## src/rtl/mem_arb_pkg.sv

```systemverilog
// Shared types and defaults for the fetch/data memory arbiter.
// Holds the FSM state encoding, the grant encoding and default parameter values.
// No logic here; imported by mem_arbiter and rr2_pick.
package mem_arb_pkg;

  localparam int DEF_WAIT = 2;
  localparam int DEF_AW   = 16;
  localparam int DEF_DW   = 16;

  typedef enum logic [1:0] {
    ST_IDLE  = 2'd0,
    ST_I_ACC = 2'd1,
    ST_D_ACC = 2'd2
  } state_t;

  typedef enum logic {
    GNT_I = 1'b0,
    GNT_D = 1'b1
  } grant_t;

endpackage

```

## src/rtl/mem_arbiter_rr2_pick.sv

```systemverilog
// Two-way round-robin selector between the fetch and data requesters.
// Purely combinational, zero latency.
// No backpressure of its own; the caller only samples it while idle.
module rr2_pick
  import mem_arb_pkg::*;
(
  input  logic   eligible_i,
  input  logic   eligible_d,
  input  grant_t last_grant,
  output logic   grant_valid,
  output grant_t grant_sel
);

  // A lone requester wins; on a tie the side that did not win last time goes.
  always_comb begin
    grant_valid = eligible_i | eligible_d;
    grant_sel   = GNT_D;
    if (eligible_i && eligible_d) begin
      grant_sel = (last_grant == GNT_I) ? GNT_D : GNT_I;
    end else if (eligible_i) begin
      grant_sel = GNT_I;
    end
  end

endmodule

```

## src/rtl/mem_arbiter.sv

```systemverilog
// Arbitrates one single-ported memory between instruction fetch and data access.
// Grant edge -> m_en for WAIT cycles -> one-cycle ready pulse on the following cycle.
// Requesters hold req until ready; stall_f/stall_m expose the wait to the pipeline.
module mem_arbiter
  import mem_arb_pkg::*;
#(
  parameter int WAIT = DEF_WAIT,
  parameter int AW   = DEF_AW,
  parameter int DW   = DEF_DW
) (
  input  logic          clk,
  input  logic          reset,
  input  logic          i_req,
  input  logic [AW-1:0] i_addr,
  output logic [DW-1:0] i_rdata,
  output logic          i_ready,
  input  logic          d_req,
  input  logic          d_we,
  input  logic [AW-1:0] d_addr,
  input  logic [DW-1:0] d_wdata,
  output logic [DW-1:0] d_rdata,
  output logic          d_ready,
  output logic          m_en,
  output logic          m_we,
  output logic [AW-1:0] m_addr,
  output logic [DW-1:0] m_wdata,
  input  logic [DW-1:0] m_rdata,
  output logic          stall_f,
  output logic          stall_m
);

  // Counter value seen in the final memory cycle of an access.
  localparam logic [3:0] LAST_CNT = 4'(WAIT - 1);

  state_t     state;
  grant_t     last_grant;
  logic [3:0] cnt;
  logic       eligible_i;
  logic       eligible_d;
  logic       grant_valid;
  grant_t     grant_sel;

  // A ready pulse blocks its own requester for that cycle, so a held
  // request is not re-served from stale inputs.
  assign eligible_i = i_req & ~i_ready;
  assign eligible_d = d_req & ~d_ready;
  assign stall_f    = i_req & ~i_ready;
  assign stall_m    = d_req & ~d_ready;

  rr2_pick u_pick (
    .eligible_i  (eligible_i),
    .eligible_d  (eligible_d),
    .last_grant  (last_grant),
    .grant_valid (grant_valid),
    .grant_sel   (grant_sel)
  );

  // Arbitration FSM: latches the winner onto m_*, counts WAIT cycles, returns data.
  always_ff @(posedge clk) begin
    if (!reset) begin
      state      <= ST_IDLE;
      last_grant <= GNT_D;
      cnt        <= '0;
      i_ready    <= 1'b0;
      d_ready    <= 1'b0;
      m_en       <= 1'b0;
      m_we       <= 1'b0;
      m_addr     <= '0;
      m_wdata    <= '0;
      i_rdata    <= '0;
      d_rdata    <= '0;
    end else begin
      i_ready <= 1'b0;
      d_ready <= 1'b0;
      case (state)
        ST_IDLE: begin
          if (grant_valid) begin
            last_grant <= grant_sel;
            cnt        <= '0;
            m_en       <= 1'b1;
            if (grant_sel == GNT_I) begin
              state  <= ST_I_ACC;
              m_addr <= i_addr;
              m_we   <= 1'b0;
            end else begin
              state   <= ST_D_ACC;
              m_addr  <= d_addr;
              m_we    <= d_we;
              m_wdata <= d_wdata;
            end
          end
        end
        ST_I_ACC, ST_D_ACC: begin
          // Top value is WAIT (<= 15), so the 4-bit counter cannot wrap.
          cnt <= cnt + 4'd1;
          if (cnt == LAST_CNT) begin
            state <= ST_IDLE;
            m_en  <= 1'b0;
            m_we  <= 1'b0;
            if (state == ST_I_ACC) begin
              i_rdata <= m_rdata;
              i_ready <= 1'b1;
            end else begin
              // m_we still reflects the latched direction in the last cycle.
              if (!m_we) d_rdata <= m_rdata;
              d_ready <= 1'b1;
            end
          end
        end
        default: state <= ST_IDLE;
      endcase
    end
  end

  // The counter is 4 bits wide, so only 1..15 memory cycles are representable.
  wait_in_range: assert property (@(posedge clk) (WAIT >= 1) && (WAIT <= 15));

endmodule

```

## config.mk

```make
export PLATFORM = sky130hd
export DESIGN_NAME = mem_arbiter
export DESIGN_NICKNAME = d
export VERILOG_FILES = /design/src/rtl/mem_arb_pkg.sv /design/src/rtl/mem_arbiter_rr2_pick.sv /design/src/rtl/mem_arbiter.sv
export SDC_FILE = /design/constraint.sdc
export NUM_CORES = 1
export LEC_CHECK = 0
export CAP_MARGIN = 25
export CORE_AREA = 4 4 92 94
export CTS_BUF_LIST = sky130_fd_sc_hd__clkbuf_16
export DETAILED_ROUTE_END_ITERATION = 7
export DIE_AREA = 0 0 96 98
export GPL_ROUTABILITY_DRIVEN = 0
export GPL_TIMING_DRIVEN = 0
export PLACE_DENSITY = 0.75
export SETUP_SLACK_MARGIN = 0.1
export SLEW_MARGIN = 20
export SYNTH_ARGS = -nofsm -noshare
export SYNTH_HDL_FRONTEND = slang
export SYNTH_HIERARCHICAL = 1
export SYNTH_SLANG_ARGS = --single-unit
```

## constraint.sdc

```tcl
create_clock -name clk -period 1.9 [get_ports clk]
set_input_delay 0.19 -clock clk [delete_from_list [all_inputs] [get_ports clk]]
set_output_delay 0.19 -clock clk [all_outputs]
set_load 0.02 [all_outputs]
```

Yosys cells after proc, flatten, opt, wreduce, memory -nomap -nowiden. Index checks and enable logic that the tools add are counted.

Register bits after elaboration: 75. Bits of input ports: 69. Memories kept: 0. RAM bits: 0. Memory bits (read-only): 0. Word-level logic and storage cells: 54. Bits in latches: 0.

Reductions and logical operators: 12. Equality and inequality tests: 5. $mul: 0. Mux-type cells: 18. Divide/modulo/power cells: 0. Add/subtract/negate cells: 1. Bitwise gates (word level): 7. Shift-type cells: 0. Magnitude comparators: 0.

Operators by type and width (number): two-way mux 16 bit (1); AND reduction 3 bit (4); two-way mux 1 bit (9); case mux 4 bit (2 select lines) (1); two-way mux 2 bit (3); AND reduction 2 bit (3); adder 4 x 1 -> 4 bit (second input constant) (1); == test 4 x 1 -> 1 bit (second input constant) (1); two-way mux 4 bit (1); != test 2 bit (second input constant) (2); inverter 1 bit (4); case mux 1 bit (2 select lines) (2); case mux 2 bit (2 select lines) (1); AND reduction 4 bit (1); bitwise AND 1 bit (2); == test 2 x 1 -> 1 bit (second input constant) (1); == test 2 bit (second input constant) (1); zero test 2 bit (1); nonzero test 2 bit (1); OR reduction 2 bit (1); logical AND 1 bit (1); OR 1 bit (1).

Logic depth before layout (Yosys ltp). Gate-level depths: netlist of the first run.

Word-level depth: 7. Depth in mapped cells: 9. Mapped depth without buffers: 6.

Cells and area by module. The synthesis of the first run kept the hierarchy.

By module, submodules not included: mem_arbiter (instances 1, cells each 330, area an instance 3029.2 um^2, sequential area each 1501.4 um^2); rr2_pick (instances 1, cells each 3, area an instance 15.0 um^2, sequential area each 0.0 um^2).

Worst setup path before layout of the first run. OpenSTA, ideal clock, no wires.

Path kind: register -> register. Start point: register d_ready. End point: register m_wdata[10]. Arrival: 1.846 ns. Data required time: 1.830 ns. Setup slack: -0.016 ns. Buffers on the path: 3. Cell stages (with the launch flop): 10. Path through: dfxtp_1 > nor2b_1 > inv_1 > o21ai_1 > buf_2 > and3_1 > buf_2 > buf_2 > nand2_1 > a21oi_1.

Word-level cells in the longest chain between the ends: 5. Elaborated cells on any way between the ends: 6. Classes of those cells: mux: 1; bitwise: 3; reduce/logical: 2.

RTL lines: start, declared (line mem_arbiter.sv:22) `output logic d_ready,`; start signal, assigned (line mem_arbiter.sv:65) `d_ready <= 1'b0;`; start signal, assigned (line mem_arbiter.sv:74) `d_ready <= 1'b0;`; start signal, assigned (line mem_arbiter.sv:106) `d_ready <= 1'b1;`; inverter 1 bit; bitwise AND 1 bit; named net stall_m (line mem_arbiter.sv:29) `output logic stall_m`; logical AND 1 bit (line mem_arbiter_rr2_pick.sv:18) `if (eligible_i && eligible_d) begin`; two-way mux 1 bit (line mem_arbiter_rr2_pick.sv:18); named net grant_sel (line mem_arbiter.sv:41) `grant_t grant_sel;`; AND reduction 3 bit (no source line); end signal, assigned (line mem_arbiter.sv:89) `m_wdata <= d_wdata;`; end, declared (line mem_arbiter.sv:26) `output logic [DW-1:0] m_wdata,`.

The timed path passes the listed nets, and every way through them passes these cells. A chain may end at the register's enable or synchronous reset.

Worst setup path after layout of the first run.
Start point: register state[0]. End point: register d_rdata[13].

Word-level cells in the longest chain between the ends: 3. Elaborated cells on any way between the ends: 5. Classes of those cells: eq/ne: 2; bitwise: 1; reduce/logical: 2.

RTL lines: start, declared (line mem_arbiter.sv:35) `state_t state;`; start signal, assigned (line mem_arbiter.sv:61) `state <= ST_IDLE;`; start signal, assigned (line mem_arbiter.sv:82) `state <= ST_I_ACC;`; start signal, assigned (line mem_arbiter.sv:86) `state <= ST_D_ACC;`; == test 2 x 1 -> 1 bit / == test 2 bit (equally long branches) (line mem_arbiter.sv:75, mem_arbiter.sv:100); OR reduction 2 bit / inverter 1 bit (equally long branches); AND reduction 4 bit (no source line) *; end signal, assigned (line mem_arbiter.sv:105) `if (!m_we) d_rdata <= m_rdata;`; end, declared (line mem_arbiter.sv:21) `output logic [DW-1:0] d_rdata,`.

Mark *: on every way between the ends. The rest lies on a longest branch, timed or not.

==> results of run 1 <==
-- critical path, delay by kind of cell, from the launching register on --
kind / cells / cell delay (ps)
adder cells (fa/ha/maj): 1 / 290
buffers and inverters: 3 / 400
flip-flops: 1 / 340
multiplexers: 1 / 110
AND/OR/NAND/NOR: 2 / 470
-- metal layers --
| metal | vias up | routed length [um] | track usage, % |
|---|---|---|---|
| li1 | 1437 | - | - |
| met1 | 1337 | 3610 | 22.3 |
| met2 | 90 | 4090 | 28.8 |
| met3 | 12 | 656 | 5.62 |
| met4 | 0 | 111 | 6.46 |
| met5 | - | 0 | 0 |
-- Yosys cell counts, drive strengths merged (2+ instances only) --
cell type	count
nand2	86
nand3	4
nand3b	2
nor2b	4
inv	7
o211ai	2
ha	4
o32ai	2
and2	2
dfxtp	75
buf	10
and3	2
o21ai	3
a21oi	19
a211oi	16
clkbuf	14
nor2	19
mux2i	49
-- path summary, 6_finish.rpt --
| check | start | endpoint | cells past startpoint |
|---|---|---|---|
| worst max register to register | state[0]$_SDFFE_PN0P_ | d_rdata[13]$_SDFFE_PN0P_ | 7 |
| worst max-delay path | state[0]$_SDFFE_PN0P_ | d_rdata[13]$_SDFFE_PN0P_ | 7 |
| worst min register to register | m_wdata[8]$_SDFFE_PN0P_ | m_wdata[8]$_SDFFE_PN0P_ | 2 |
| worst min-delay path | reset | cnt[2]$_SDFFE_PN0P_ | 4 |
-- power groups by stage --
stage               clock network (W)  logic, W  registers (W)
finish                        0.00178   0.00154        0.00187
global route                  0.00189   0.00168        0.00189
CTS                           0.00181   0.00148        0.00187
detailed placement                  0   0.00147        0.00190
global placement                    0   0.00146        0.00189
floorplan                           0  0.000628        0.00210
-- cells by family (layout without fill, tap and decap cells) --
family	after synthesis	in the layout	synth area share (%)
AND/OR/NAND/NOR	129	129	18.4
flip-flops	75	75	49.3
multiplexers	49	49	16.1
AO/OA/AOI/OAI	45	45	9.49
buffers and inverters	31	185	5.01
adder cells (fa/ha/maj)	4	4	1.64
-- area by class of cell --
cell class	count	share of cell area, %
Clock buffer	9	4.57
Inverter	7	0.534
Timing Repair Buffer	138	28.0
Buffer	24	3.00
Clock inverter	7	1.88
Tap cell	102	2.59
Sequential cell	75	30.5
Multi-Input combinational cell	227	28.9
-- metrics by stage --
| step | worst slack [ps] | total power (W) |
|---|---|---|
| 2_1_floorplan | 111 | 0.00273 |
| 3_3_place_gp | -287 | 0.00335 |
| 6_report | 167 | 0.00519 |
| 5_1_grt | 101 | 0.00546 |
| 3_5_place_dp | -295 | 0.00338 |
| 4_1_cts | 116 | 0.00517 |
-- registers in the layout, summed over array words and instances, names as in the netlist --
register,cells
cnt,4
d_rdata,16
d_ready,1
i_rdata,16
i_ready,1
last_grant,1
m_addr,16
m_en,1
m_wdata,16
m_we,1
state,2
-- timing repair --
action | 4_1_cts | 5_1_grt
gates resized for setup | 1 | 17
endpoints found under the hold margin | 0 | 0
endpoints found under the setup margin | 10 | 48
buffers inserted | 0 | 1
hold buffers | 0 | 0
==> out/results.ini, run 1 <==
[timing]
setup_viol=0
tightest_slew_ps=556
max_freq_ghz=0.577
fin_tns_setup_ps=0
slew_headroom_pct=62.9
hold_viol_final=0
holdWs_ps=406
fin_crit_ps=1730
rsz0062_at_grt=no
timing.final.crit_share_pct=91.2
finClkSkew_ps=4.95
slew_violations=0

[cts]
numCtsBuffers=9
cts_tree=yes
clk_path_buf_depth=2
clkLatencyLatePin_ps=330
cts_root_buf=clkbuf_16
path_clk_slew_ps=60
htree_levels=3
cts.sinks=75

[synthesis]
yosysUniqueCellTypes=36
ys_seq_area_share_pct=49.3
yosysTopAreaCellShare_pct=49.3
yosys_most_used_dff=dfxtp_1
syn_inst=333
synthArstFlopShare_pct=0
ys_ff_latch=75
yosysWarnings=6
yosys-top-cells-area=dfxtp_1, mux2i_1, nand2_1
syn_nets=406
synth-edff-count=0
syn-cell-area_um2=3040
syn_area_per_cell_um2=9.14
synth.largest_area_cell=dfxtp_1

[layout]
area_delta_synth_final_pct=61.8
mostFrequentLayoutCells=clkdlybuf4s50_1, nand2_1, dfxtp_1, mux2i_1
multi_input_area_um2=1430
final_area_um2=4920
finalNetCount=555
stdcell_count=589
drive_gt1_share_pct=7.80
fill_cells=646
final_common_cell=clkdlybuf4s50_1
fin_util_pct=64.4
layout.area.seq_um2=1500
diodes=0

[power_and_ir_drop]
p_per_area_nw_per_um2=1050
leakage_nw=2.12
combPwrFrac_pct=29.6
p_int_w=0.00365
p_clk_share_pct=34.3
switchingPower_w=0.00154
pwr-share-seq_pct=36.0
netSwitchingFraction_pct=29.7
ir_drop_mv=0.511

[global_routing]
grt_pass1_vias=2827
grt_first_pass_wirelength_mm=13.5
track_usage_pct=17.9
grt_max_degree=14
overflow=0
antenna_found_initial=0

[routing]
num_vias=2876
drtAntennaViolNets=0
post_drt_wl_per_cell_um=14.4
drt-vias-per-instance=4.88
drt_iter0_markers=96
drtPass1Iterations=4
drc=0
wirelength_mm=8.47

[placement]
portBuffers=137
dpl.hpwl_mm=6.31
place_area_um2=4550
dpl.cell_count=572

[critical_path]
max_stage_delay_ps=350
crit_required_ps=2110
path_cells=inv_1 -> ha_4 -> nand4bb_1 -> or3_4 -> buf_6 -> buf_12 -> mux2i_1
cp_max_fo=10
r2r_setup_slack_ps=170
critical_path_class=flip-flop to flip-flop
cp.arrival_ps=1950
end_kind=flip-flop
crit_slowest_cell=or3_4
start_kind=flip-flop

[floorplanning]
dieArea_um2=9410
core_area_um2=7650
io-pin-count=139
initial_core_util_pct=39.8
die_y_um=98
fp.dieW_um=96
num_rows=32

[flow_run]
drv_cap=0

[outcome]
status=finished clean

[worst_hold_path]
holdCritPathClass=input port to flip-flop

No activity file was read; power rests on OpenSTA's default activity.
==> run 2, diff against run 1 <==
--- a/config.mk
+++ b/config.mk
@@ -13,7 +13,7 @@
 export GPL_ROUTABILITY_DRIVEN = 0
 export GPL_TIMING_DRIVEN = 0
 export PLACE_DENSITY = 0.75
-export SETUP_SLACK_MARGIN = 0.1
+export SETUP_SLACK_MARGIN = 0.2
 export SLEW_MARGIN = 20
 export SYNTH_ARGS = -nofsm -noshare
 export SYNTH_HDL_FRONTEND = slang
==> run 2 against run 1 <==
  * Worst setup slack better by 55 ps
  * Register-to-register slack better by 80 ps
  * Worst hold slack better by 8.6 ps
  * Clock skew about the same
  * Non-clock buffer count up 5
  * Die area unchanged
  * Count of clock-buffer cells in the layout unchanged
  * Fmax up 3.3%
==> out/results.ini, run 2 (synthesis gave the netlist of run 1 again) <==
[outcome]
status=finished clean

[worst_hold_path]
hold_end=m_we$_SDFFE_PN0P_
holdCritPathClass=input port to flip-flop
hold_depth=4  ; unchanged
holdCritStartpoint=reset

[timing]
timing.final.crit_share_pct=88.3  ; -2.9 points
finClkSkew_ps=5.21  ; +0.263 ps
fin_crit_ps=1680  ; -55.4 ps
tightest_slew_ps=481  ; -74.5 ps
slew_violations=0  ; unchanged
worst_slack_ps=223  ; +55.4 ps
rsz0062_at_grt=yes
hold_viol_final=0  ; unchanged
slew_headroom_pct=67.0  ; +4.0 points
setup_viol=0  ; unchanged
max_freq_ghz=0.596  ; +3.3%

[routing]
drc=0  ; unchanged
num_vias=2827  ; -1.7%
drt-vias-per-instance=4.77  ; -2.4%
post_drt_wl_per_cell_um=14.1  ; -1.6%
drtPass1Iterations=4  ; unchanged
drt_iter0_markers=80  ; -17%
wirelength_mm=8.39  ; -0.96%
drtAntennaViolNets=0  ; unchanged

[layout]
stdcell_count=593  ; +0.68%
area_delta_synth_final_pct=65.1
drive_gt1_share_pct=9.57  ; +1.8 points
mostFrequentLayoutCells=clkdlybuf4s50_1, nand2_1, dfxtp_1, mux2i_1
diodes=0  ; unchanged
finalNetCount=560  ; +0.90%
final_common_cell=clkdlybuf4s50_1
fin_util_pct=65.7  ; +1.3 points
fill_cells=642  ; -0.62%

[critical_path]
cp.arrival_ps=1490  ; -460 ps
crit_required_ps=1710  ; -400 ps
reg2reg_depth=6  ; -1
critical_path_class=input port to output pin
start_kind=input port
r2r-end=d_rdata[8]$_SDFFE_PN0P_
r2r_start=cnt[0]$_SDFFE_PN0P_
r2r_setup_slack_ps=250  ; +80 ps
cp_max_fo=3  ; -7
end_kind=output pin

[global_routing]
overflow=0  ; unchanged
grt_max_degree=13  ; -1
track_usage_pct=17.7  ; -0.20 points
antenna_found_initial=0  ; unchanged
grt_first_pass_wirelength_mm=13.4  ; -0.82%
grt_pass1_vias=2812  ; -0.53%

[placement]
dpl.hpwl_mm=6.29  ; -0.20%
dpl.cell_count=572  ; unchanged
place_ws_ps=-210  ; +85.5 ps
portBuffers=137  ; unchanged

[cts]
cts_tree=yes
clkLatencyLatePin_ps=320  ; about the same
ctsHoldBuffers=0  ; unchanged
cts.sinks=75  ; unchanged
cts_root_buf=clkbuf_16
numCtsBuffers=9  ; unchanged
clk_path_buf_depth=2  ; unchanged
path_clk_slew_ps=60  ; about the same
htree_levels=3  ; unchanged

[power_and_ir_drop]
ir_drop_mv=0.645  ; +26%
p_per_area_nw_per_um2=1060  ; +0.87%
leakage_nw=2.18  ; +2.8%

[flow_run]
drv_cap=0  ; unchanged

[floorplanning]
dieArea_um2=9410  ; unchanged
core_area_um2=7650  ; unchanged
num_rows=32  ; unchanged
die_y_um=98  ; unchanged
fp.dieW_um=96  ; unchanged
initial_core_util_pct=39.8  ; unchanged
io-pin-count=139  ; unchanged

## run 2: cell types whose count changed in the layout (fill, tap and decap cells not counted), moves of 2 or more
cell / delta
inv_2: +2
dfxtp_1: -2
dfxtp_2: +2
buf_4: +3
## run 2: cell type report
type	count	area, um^2	area share, %
well taps	102	128	2.54
inverters	7	26.3	0.523
flip-flops and latches	75	1500	29.9
plain buffers	24	154	3.06
clock buffers	9	225	4.48
clock inverters	6	106	2.12
repair buffers	143	1450	28.8
multi-input cells	227	1430	28.5
## run 2: power breakdown
group | total [W] | internal [W] | leakage (nW) | switching [W]
Sequential | 0.00188 | 0.00177 | 0.613 | 0.000105
Combinational | 0.00158 | 0.000776 | 1.41 | 0.000803
Clock | 0.00189 | 0.00127 | 0.163 | 0.000620
## run 2: per-layer routing
metal | global-route usage, % | up-vias | share of wire [%]
met5 | 0 | - | 0
met4 | 4.60 | 0 | 0.98
met3 | 8.09 | 8 | 10
met2 | 28.9 | 97 | 45
met1 | 20.9 | 1287 | 44
li1 | - | 1435 | -
## run 2: repair_timing
action,4_1_cts,5_1_grt
setup buffers,4,1
setup endpoints to repair,32,49
pin swaps,1,1
gates resized for setup,11,14
gates cloned,1,0
## run 2: worst max path at each step
stage / start / endpoint / cells past startpoint
6_report: i_req / stall_f / 3
5_1_grt: state[1]$_SDFFE_PN0P_ / d_rdata[8]$_SDFFE_PN0P_ / 7
4_1_cts: state[0]$_SDFFE_PN0P_ / d_rdata[2]$_SDFFE_PN0P_ / 7
3_5_place_dp: d_req / m_wdata[6]$_SDFFE_PN0P_ / 9
3_3_place_gp: d_req / m_wdata[13]$_SDFFE_PN0P_ / 9
2_1_floorplan: i_ready$_SDFF_PN0_ / m_addr[5]$_SDFFE_PN0P_ / 7
## run 2: worst max-delay path, cell delays in order
cell and delay (ps):
clkdlybuf4s50_1 440, nor2b_2 210, clkdlybuf4s50_1 640
## run 2: stage by stage
stage / hold WS, ps / area (um^2) / TNS (ps) / power, W
3_3_place_gp: 442 / 4560 / -3330 / 0.00335
5_1_grt: 426 / 5030 / 0 / 0.00561
6_report: 415 / 5030 / 0 / 0.00534
2_1_floorplan: 326 / 3060 / 0 / 0.00273
4_1_cts: 412 / 4990 / 0 / 0.00535
3_5_place_dp: 448 / 4560 / -3800 / 0.00338
